### src/rtl/mips_pkg.sv
// ---------------------------------------------------------------------------
// mips_pkg
//   Shared definitions for the immediate extender.
//   - ext_mode_e  : extension mode encoding driven on in_mode.
//   - EXT_MAX_W   : widest datapath the extension function supports.
//   - imm_extend(): width-generic extension. It is used by the RTL and can
//                   also serve as a reference model.
//
//   The function works on EXT_MAX_W-bit vectors so that one definition serves
//   any (IN_W, OUT_W) pair. Callers pass the immediate zero-extended to
//   EXT_MAX_W and take the low OUT_W bits of the result.
// ---------------------------------------------------------------------------
package mips_pkg;

  typedef enum logic [1:0] {
    EXT_SIGN  = 2'd0,
    EXT_ZERO  = 2'd1,
    EXT_UPPER = 2'd2,
    EXT_BYTE  = 2'd3
  } ext_mode_e;

  localparam int EXT_MAX_W = 64;

  // Extend the low in_w bits of data to out_w bits according to mode.
  // Bits at and above out_w are always returned as zero.
  function automatic logic [EXT_MAX_W-1:0] imm_extend(
    input logic [EXT_MAX_W-1:0] data,
    input ext_mode_e            mode,
    input int unsigned          in_w,
    input int unsigned          out_w
  );
    logic [EXT_MAX_W-1:0]        mask;
    logic [EXT_MAX_W-1:0]        field;
    logic signed [EXT_MAX_W-1:0] top_aligned;
    logic [EXT_MAX_W-1:0]        r;

    mask  = {EXT_MAX_W{1'b1}} >> (EXT_MAX_W - out_w);
    // Isolate the immediate field, discarding anything above in_w.
    field = (data << (EXT_MAX_W - in_w)) >> (EXT_MAX_W - in_w);
    // Field moved to the top so an arithmetic shift can replicate its MSB.
    top_aligned = data << (EXT_MAX_W - in_w);

    case (mode)
      EXT_SIGN:  r = top_aligned >>> (EXT_MAX_W - in_w);
      EXT_ZERO:  r = field;
      EXT_UPPER: r = field << (out_w - in_w);
      EXT_BYTE:  r = {{(EXT_MAX_W-8){data[7]}}, data[7:0]};
      default:   r = '0;
    endcase

    return r & mask;
  endfunction

endpackage

### src/rtl/mips_sync_fifo.sv
// ---------------------------------------------------------------------------
// mips_sync_fifo
//   Single-clock FIFO with valid/ready on both sides and a synchronous clear.
//
//   Ports
//     clk_i      : clock, all state changes on the rising edge
//     rst_ni     : asynchronous active-low reset (pointers and count only)
//     flush_i    : synchronous clear; overrides push and pop that cycle
//     wr_valid_i : write request
//     wr_ready_o : FIFO has room (count != DEPTH)
//     wr_data_i  : write data
//     rd_valid_o : head entry is valid (count != 0)
//     rd_ready_i : consumer takes the head this cycle
//     rd_data_o  : head entry, read straight from storage
//     count_o    : occupied entries
//
//   DEPTH must be a power of two >= 2 so the pointers wrap naturally.
// ---------------------------------------------------------------------------
module mips_sync_fifo #(
  parameter int WIDTH = 32,
  parameter int DEPTH = 4
) (
  input  logic                     clk_i,
  input  logic                     rst_ni,
  input  logic                     flush_i,
  input  logic                     wr_valid_i,
  output logic                     wr_ready_o,
  input  logic [WIDTH-1:0]         wr_data_i,
  output logic                     rd_valid_o,
  input  logic                     rd_ready_i,
  output logic [WIDTH-1:0]         rd_data_o,
  output logic [$clog2(DEPTH):0]   count_o
);

  localparam int PTR_W = $clog2(DEPTH);
  localparam int CNT_W = PTR_W + 1;
  localparam logic [CNT_W-1:0] FULL_CNT = CNT_W'(DEPTH);

  logic [WIDTH-1:0] mem_q [DEPTH];

  logic [PTR_W-1:0] wr_ptr_q, wr_ptr_d;
  logic [PTR_W-1:0] rd_ptr_q, rd_ptr_d;
  logic [CNT_W-1:0] count_q,  count_d;

  logic push;
  logic pop;

  // Ready/valid depend only on registered count, so there is no
  // combinational path from rd_ready_i to wr_ready_o.
  assign wr_ready_o = (count_q != FULL_CNT);
  assign rd_valid_o = (count_q != '0);

  assign push = wr_valid_i && wr_ready_o && !flush_i;
  assign pop  = rd_ready_i && rd_valid_o && !flush_i;

  always_comb begin
    wr_ptr_d = wr_ptr_q;
    rd_ptr_d = rd_ptr_q;
    count_d  = count_q;

    if (flush_i) begin
      wr_ptr_d = '0;
      rd_ptr_d = '0;
      count_d  = '0;
    end else begin
      if (push) wr_ptr_d = wr_ptr_q + 1'b1;
      if (pop)  rd_ptr_d = rd_ptr_q + 1'b1;
      unique case ({push, pop})
        2'b10:   count_d = count_q + 1'b1;
        2'b01:   count_d = count_q - 1'b1;
        default: count_d = count_q;
      endcase
    end
  end

  always_ff @(posedge clk_i or negedge rst_ni) begin
    if (!rst_ni) begin
      wr_ptr_q <= '0;
      rd_ptr_q <= '0;
      count_q  <= '0;
    end else begin
      wr_ptr_q <= wr_ptr_d;
      rd_ptr_q <= rd_ptr_d;
      count_q  <= count_d;
    end
  end

  // Storage carries data only and is deliberately left without reset.
  always_ff @(posedge clk_i) begin
    if (push) mem_q[wr_ptr_q] <= wr_data_i;
  end

  assign rd_data_o = mem_q[rd_ptr_q];
  assign count_o   = count_q;

endmodule

### src/rtl/mips_imm_extender.sv
// ---------------------------------------------------------------------------
// mips_imm_extender
//   Extends a raw IN_W-bit immediate to OUT_W bits (sign, zero, upper, byte)
//   at the input and queues the result in a DEPTH-entry FIFO.
//
//   Ports
//     clk       : clock
//     rst       : asynchronous active-low reset
//     flush     : synchronous buffer clear, wins over push/pop
//     in_valid  : in_data/in_mode valid
//     in_ready  : an entry can be accepted this cycle
//     in_data   : raw immediate
//     in_mode   : extension mode (mips_pkg::ext_mode_e encoding)
//     out_valid : out_data holds the buffer head
//     out_ready : consumer accepts the head
//     out_data  : extended value at the head
//     count     : occupied entries
// ---------------------------------------------------------------------------
module mips_imm_extender
  import mips_pkg::*;
#(
  parameter int IN_W  = 16,
  parameter int OUT_W = 32,
  parameter int DEPTH = 4
) (
  input  logic                   clk,
  input  logic                   rst,
  input  logic                   flush,
  input  logic                   in_valid,
  output logic                   in_ready,
  input  logic [IN_W-1:0]        in_data,
  input  logic [1:0]             in_mode,
  output logic                   out_valid,
  input  logic                   out_ready,
  output logic [OUT_W-1:0]       out_data,
  output logic [$clog2(DEPTH):0] count
);

  logic [OUT_W-1:0] ext_result;

  // Only the extended word is stored; the raw immediate and mode are not kept.
  assign ext_result = OUT_W'(imm_extend({{(EXT_MAX_W-IN_W){1'b0}}, in_data},
                                        ext_mode_e'(in_mode), IN_W, OUT_W));

  mips_sync_fifo #(
    .WIDTH (OUT_W),
    .DEPTH (DEPTH)
  ) u_fifo (
    .clk_i      (clk),
    .rst_ni     (rst),
    .flush_i    (flush),
    .wr_valid_i (in_valid),
    .wr_ready_o (in_ready),
    .wr_data_i  (ext_result),
    .rd_valid_o (out_valid),
    .rd_ready_i (out_ready),
    .rd_data_o  (out_data),
    .count_o    (count)
  );

endmodule

### config.mk
export PLATFORM = sky130hd
export DESIGN_NAME = mips_imm_extender
export DESIGN_NICKNAME = d
export VERILOG_FILES = /design/src/rtl/mips_pkg.sv /design/src/rtl/mips_sync_fifo.sv /design/src/rtl/mips_imm_extender.sv
export SDC_FILE = /design/constraint.sdc
export NUM_CORES = 1
export LEC_CHECK = 0
export ABC_AREA = 1
export BUFFER_PORTS_ARGS = -buffer_cell sky130_fd_sc_hd__buf_2
export CORE_MARGIN = 8
export CORE_UTILIZATION = 45
export CTS_BUF_LIST = sky130_fd_sc_hd__clkbuf_4 sky130_fd_sc_hd__clkbuf_8 sky130_fd_sc_hd__clkbuf_16
export CTS_CLUSTER_SIZE = 20
export DETAILED_ROUTE_END_ITERATION = 7
export GPL_TIMING_DRIVEN = 0
export PLACE_DENSITY = 0.63
export SYNTH_ARGS = -nofsm -noshare
export SYNTH_HDL_FRONTEND = slang
export SYNTH_HIERARCHICAL = 1
export SYNTH_SLANG_ARGS = --single-unit
### constraint.sdc
create_clock -name clk -period 7.9 [get_ports clk]
set_input_delay 1.58 -clock clk [delete_from_list [all_inputs] [get_ports clk]]
set_output_delay 1.58 -clock clk [all_outputs]
set_load 0.005 [all_outputs]
# After elaboration in Yosys (flattened, before gate mapping)

Memory sizes are Yosys's and may differ from the RTL's.
Index checks and enable logic that the tools add are counted.

Register bits after elaboration: 7
Bits in writable memories: 128
Bits of input ports: 23
Memories: 1

Add/subtract/negate cells: 4
Equality and inequality tests: 6
Mux-type cells: 9
Reduce and logical (&&, ||, !) cells: 10

Memory list:

| name         | depth | bits a word | rd ports | clocked after memory_dff | wr ports | line                 | source |
|---|---|---|---|---|---|---|---|
| u_fifo.mem_q | 4     | 32          | 1        | 0                        | 1        | mips_sync_fifo.sv:39 | `logic [WIDTH-1:0] mem_q [DEPTH];` |

Operators by type and width:

| operator            | count |
|---|---|
| $pmux 32 s4         | 1 |
| $mux 2              | 4 |
| $eq 2x2->1 const B  | 3 |
| $pmux 3 s2          | 1 |
| $reduce_bool 3->1   | 2 |
| $add 2x1->2 const B | 2 |
| $eq 2x1->1 const B  | 2 |
| $logic_and 1x1->1   | 4 |
| $reduce_bool 2->1   | 2 |
| $add 3x1->3 const B | 1 |
| $mux 3              | 1 |
| $ne 3x3->1 const B  | 1 |
| $sub 3x1->3 const B | 1 |
| $logic_not 2->1     | 1 |
| $mux 1              | 2 |
| $logic_not 1->1     | 1 |

# Logic depth before layout (Yosys ltp)

Word-level depth: 6
Depth in mapped cells: 13

# Cells and area by module

The synthesis kept the hierarchy.

Modules (own cells, without submodules):

| module            | instances | cells each | area an instance (sq um) | seq. area each (sq um) |
|---|---|---|---|---|
| mips_sync_fifo    | 1         | 373        | 5255.0                   | 4018.9 |
| mips_imm_extender | 1         | 74         | 336.6                    | 0.0 |

# Least setup slack after synthesis

Ideal clock, no wire load.

Path kind: in2reg
Start point: in flush
End point: mem u_fifo.mem_q[0][0], enable pin
Data arrival time: 3.236 ns
Setup slack: 4.243 ns
Stages: 3
Path buffers: 0
Path through: bufinv_8 -> nand3_4 -> nor2_1

Longest elaborated chain between the ends: 4

RTL lines:

| item                         | line                    | source |
|---|---|---|
| start: declaration           | mips_imm_extender.sv:28 | `input logic flush,` |
| $logic_not 1->1              | mips_sync_fifo.sv:53    | `assign push = wr_valid_i && wr_ready_o && !flush_i;` |
| $logic_and 1x1->1            | mips_sync_fifo.sv:53    |  |
| $mux 1                       | mips_sync_fifo.sv:90    | `if (push) mem_q[wr_ptr_q] <= wr_data_i;` |
| $mux 1 (not written as such) | mips_sync_fifo.sv:90    |  |
| end: declaration             | mips_sync_fifo.sv:39    |  |

Every way passes these cells.

# Final worst setup path

Start point: reg u_fifo.rd_ptr_q[0]
End point: out out_data[12]

Longest elaborated chain between the ends: 1

RTL lines:

| item                     | line                    | source |
|---|---|---|
| start: declaration       | mips_sync_fifo.sv:42    | `logic [PTR_W-1:0] rd_ptr_q, rd_ptr_d;` |
| start signal: assignment | mips_sync_fifo.sv:83    | `rd_ptr_q <= rd_ptr_d;` |
| $mem_v2 4x32             | n/a                     |  |
| end: declaration         | mips_imm_extender.sv:35 | `output logic [OUT_W-1:0] out_data,` |

Every way passes these cells.

==> flow_summary.toml <==
[global_routing]
antenna_found_initial = 0
grt_max_degree = 25
grt_use_met1 = 0.2226
busiest_layer = "met2"
grt_pass1_vias = 3908
grt_pass1_wl_um = 21030
grtUsageMet2 = 0.2746
track_usage = 0.1722
met3_usage = 0.04992
gr-total-overflow = 0

[run_status]
status = "finished, final reports clean"

[drt]
viasPerCell = 5.355
drc_errors = 0
wl_per_cell_um = 18.80
ant_nets = 0
vias = 3797
wl_um = 13330
drtPass1Iterations = 5
drt-initial-drc-count = 268

[critical_path]
rr_endpoint = "u_fifo/count_o[2]"
crit_fanout = 10
crit_required_ns = 6.32
r2r_cells = 13
cp-start-kind = "flip-flop"
end_kind = "output pin"
critPathKind = "reg2out"
r2r-start = "u_fifo/count_o[0]"
arrival_ns = 2.05
regToRegSetupSlack_ns = 5.87

[finish]
multi_input_area_um2 = 1356
stdcell_area_um2 = 6785
drive_above_1_share = 0.2532
fin_nets = 556
num-fill-cells = 1030
fin_util = 0.5626
n_antenna_cell = 0
area_delta_synth_final_pct = 21.35
instances_no_fill = 709
seqCellArea_um2 = 4019

[clock_network]
postCtsResizedCells = 0
cts_setup_buffers = 0
worstSkewPairLatency_ns = 0.40
cts_tree = "built"
clk_pin_slew_ns = 0.05
cts-root-buf = "clkbuf_16"
htreeDepth = 4
numCtsBuffers = 17
clock_sinks = 135
cts_max_path_buffers = 2
cts_hold_buf = 0

[yosys]
yosysSeqAreaShare = 0.7187
syn_inst = 447
synth_top_family_by_area = "simple AND/OR/NAND/NOR gates"
synth.area.mux_share = 0
synth_area_leader_cell = "edfxtp_1"
synth_cell_types = 27
synth_area_leaders = "edfxtp_1 (69%), nor2_1 (5.2%), o21ai_0 (4.3%), o22ai_1 (3.6%), dfrtp_1 (3.1%)"
yosys.area_share.xor_xnor = 0.001566
syn_nets = 475
synth_compound_area_frac = 0.1054
synth_top_area_frac = 0.6874
syn_area_per_cell_um2 = 12.51
synth-edff-count = 128
synth.cell_area_um2 = 5592
ys_ff_latch = 135
synth-main-ff-cell = "edfxtp_1"
synth-simple-area-share = 0.1177
async_flop_share = 0.05185
synth_fa_ha_area_frac = 0.01253
ys_warn_count = 6

[sta]
setup_viol = 0
fin_crit_sh = 0.4595
rsz0062_at_grt = "no"
fmax_mhz = 275.5
slew_headroom = 0.5573
fin_setup_tns_ns = 0
finalCriticalPeriod_ns = 3.630
finalHoldViolations = 0
drv_slew = 0
skew_ns = 0.004742
fin_hold_ws_ns = 0.5644
worst_pin_slew_ns = 0.6625
setup_ws_ns = 4.270

[power]
powerDensity_nw_per_um2 = 307.1
p_leak_nw = 2.572
design_power_total_mw = 2.083
peakVddDrop_v = 0.0001508

[place]
hpwl_um = 8933
io_buffers = 58
gp_congestion = 0.9035
dp.cells = 677
dpl_cell_area_um2 = 6225
pre_cts_ws_ns = 4.681

[floorplanning]
io_pins = 60
dieArea_um2 = 16250
dieHeight_um = 127.5
core_um2 = 12060
die_w_um = 127.5
row_count = 40
initial_core_util = 0.4636

[run]
maxCapViolations = 0

[hold_path]
holdCritPathClass = "reg2reg"
hold_depth = 1
hold_end = "u_fifo/wr_ptr_q[0]"
min_from = "u_fifo/wr_ptr_q[0]"
## area by class of cell
| cell class | count | share of cell area |
|---|---|---|
| Multi-Input combinational cell | 262 | 0.1999 |
| Clock inverter | 14 | 0.01881 |
| Clock buffer | 18 | 0.06380 |
| Tap cell | 168 | 0.03098 |
| Timing Repair Buffer | 62 | 0.05790 |
| Inverter | 24 | 0.01531 |
| Sequential cell | 135 | 0.5923 |
| Buffer | 26 | 0.02102 |
## power breakdown
part / internal [mW] / switching, mW / total, mW
Sequential: 0.845 / 0.0258 / 0.871
Combinational: 0.176 / 0.305 / 0.481
Clock: 0.438 / 0.293 / 0.731
## routing by layer
metal	vias up	share of wire
met5	-	0
met4	0	0.010
met3	14	0.075
met2	140	0.48
met1	1858	0.44
li1	1785	-
## cells in the mapped netlist (2+ instances only)
master    count
edfxtp_1    128
nor2_1       77
o21ai_0      48
nand3_1      32
o22ai_1      32
nand2_1      27
o21ai_1      22
inv_1        17
clkbuf_1     10
buf_2         9
dfrtp_1       7
nand2_2       7
inv_2         6
buf_4         5
ha_1          4
a21oi_1       2
buf_6         2
nand2_4       2
nor2_2        2
## cells by family after synthesis
kind of cell	after synthesis
simple gates	149
flops	135
compound gates	107
buf+inv	50
fa+ha+maj	5
xor+xnor	1
## layout by cell type, fill, tap and decap left out, types with 2 or more instances in the layout
master	synthesis	layout
clkinv_2	0	4
nand2_4	2	2
a21oi_1	2	2
o22ai_1	32	32
nor2_2	2	2
o21ai_1	22	22
buf_16	0	3
dfrtp_1	7	7
ha_1	4	4
inv_6	0	2
o21ai_0	48	48
nand3_1	32	32
inv_1	17	17
clkbuf_1	10	10
buf_6	2	2
clkbuf_16	0	17
edfxtp_1	128	128
inv_2	6	6
clkinv_4	0	6
buf_4	5	5
nand2_2	7	7
nor2_1	77	73
nand2_1	27	27
nor2_4	1	5
buf_2	9	67
## critical path: stages (launching register included)
cell and delay [ns]:
dfrtp_1 0.42, buf_4 0.20, clkbuf_1 0.47, nor2_1 0.10, o22ai_1 0.28, buf_2 0.18
## registers in the layout (all words and copies together) (netlist names)
register	count
u_fifo/rd_ptr_q	2
u_fifo/mem_q	128
u_fifo/count_o	3
u_fifo/wr_ptr_q	2
## how the worst max path moves through the flow
stage,startpoint,to,slack [ns]
2_1_floorplan,flush,u_fifo/mem_q[0][0],4.24
3_5_place_dp,flush,u_fifo/mem_q[0][20],4.68
6_report,u_fifo/rd_ptr_q[0],out_data[12],4.27
3_3_place_gp,flush,u_fifo/mem_q[3][20],2.92
4_1_cts,u_fifo/rd_ptr_q[0],out_data[18],4.26
5_1_grt,u_fifo/rd_ptr_q[0],out_data[12],4.15
No activity file was read; power rests on OpenSTA's default activity.
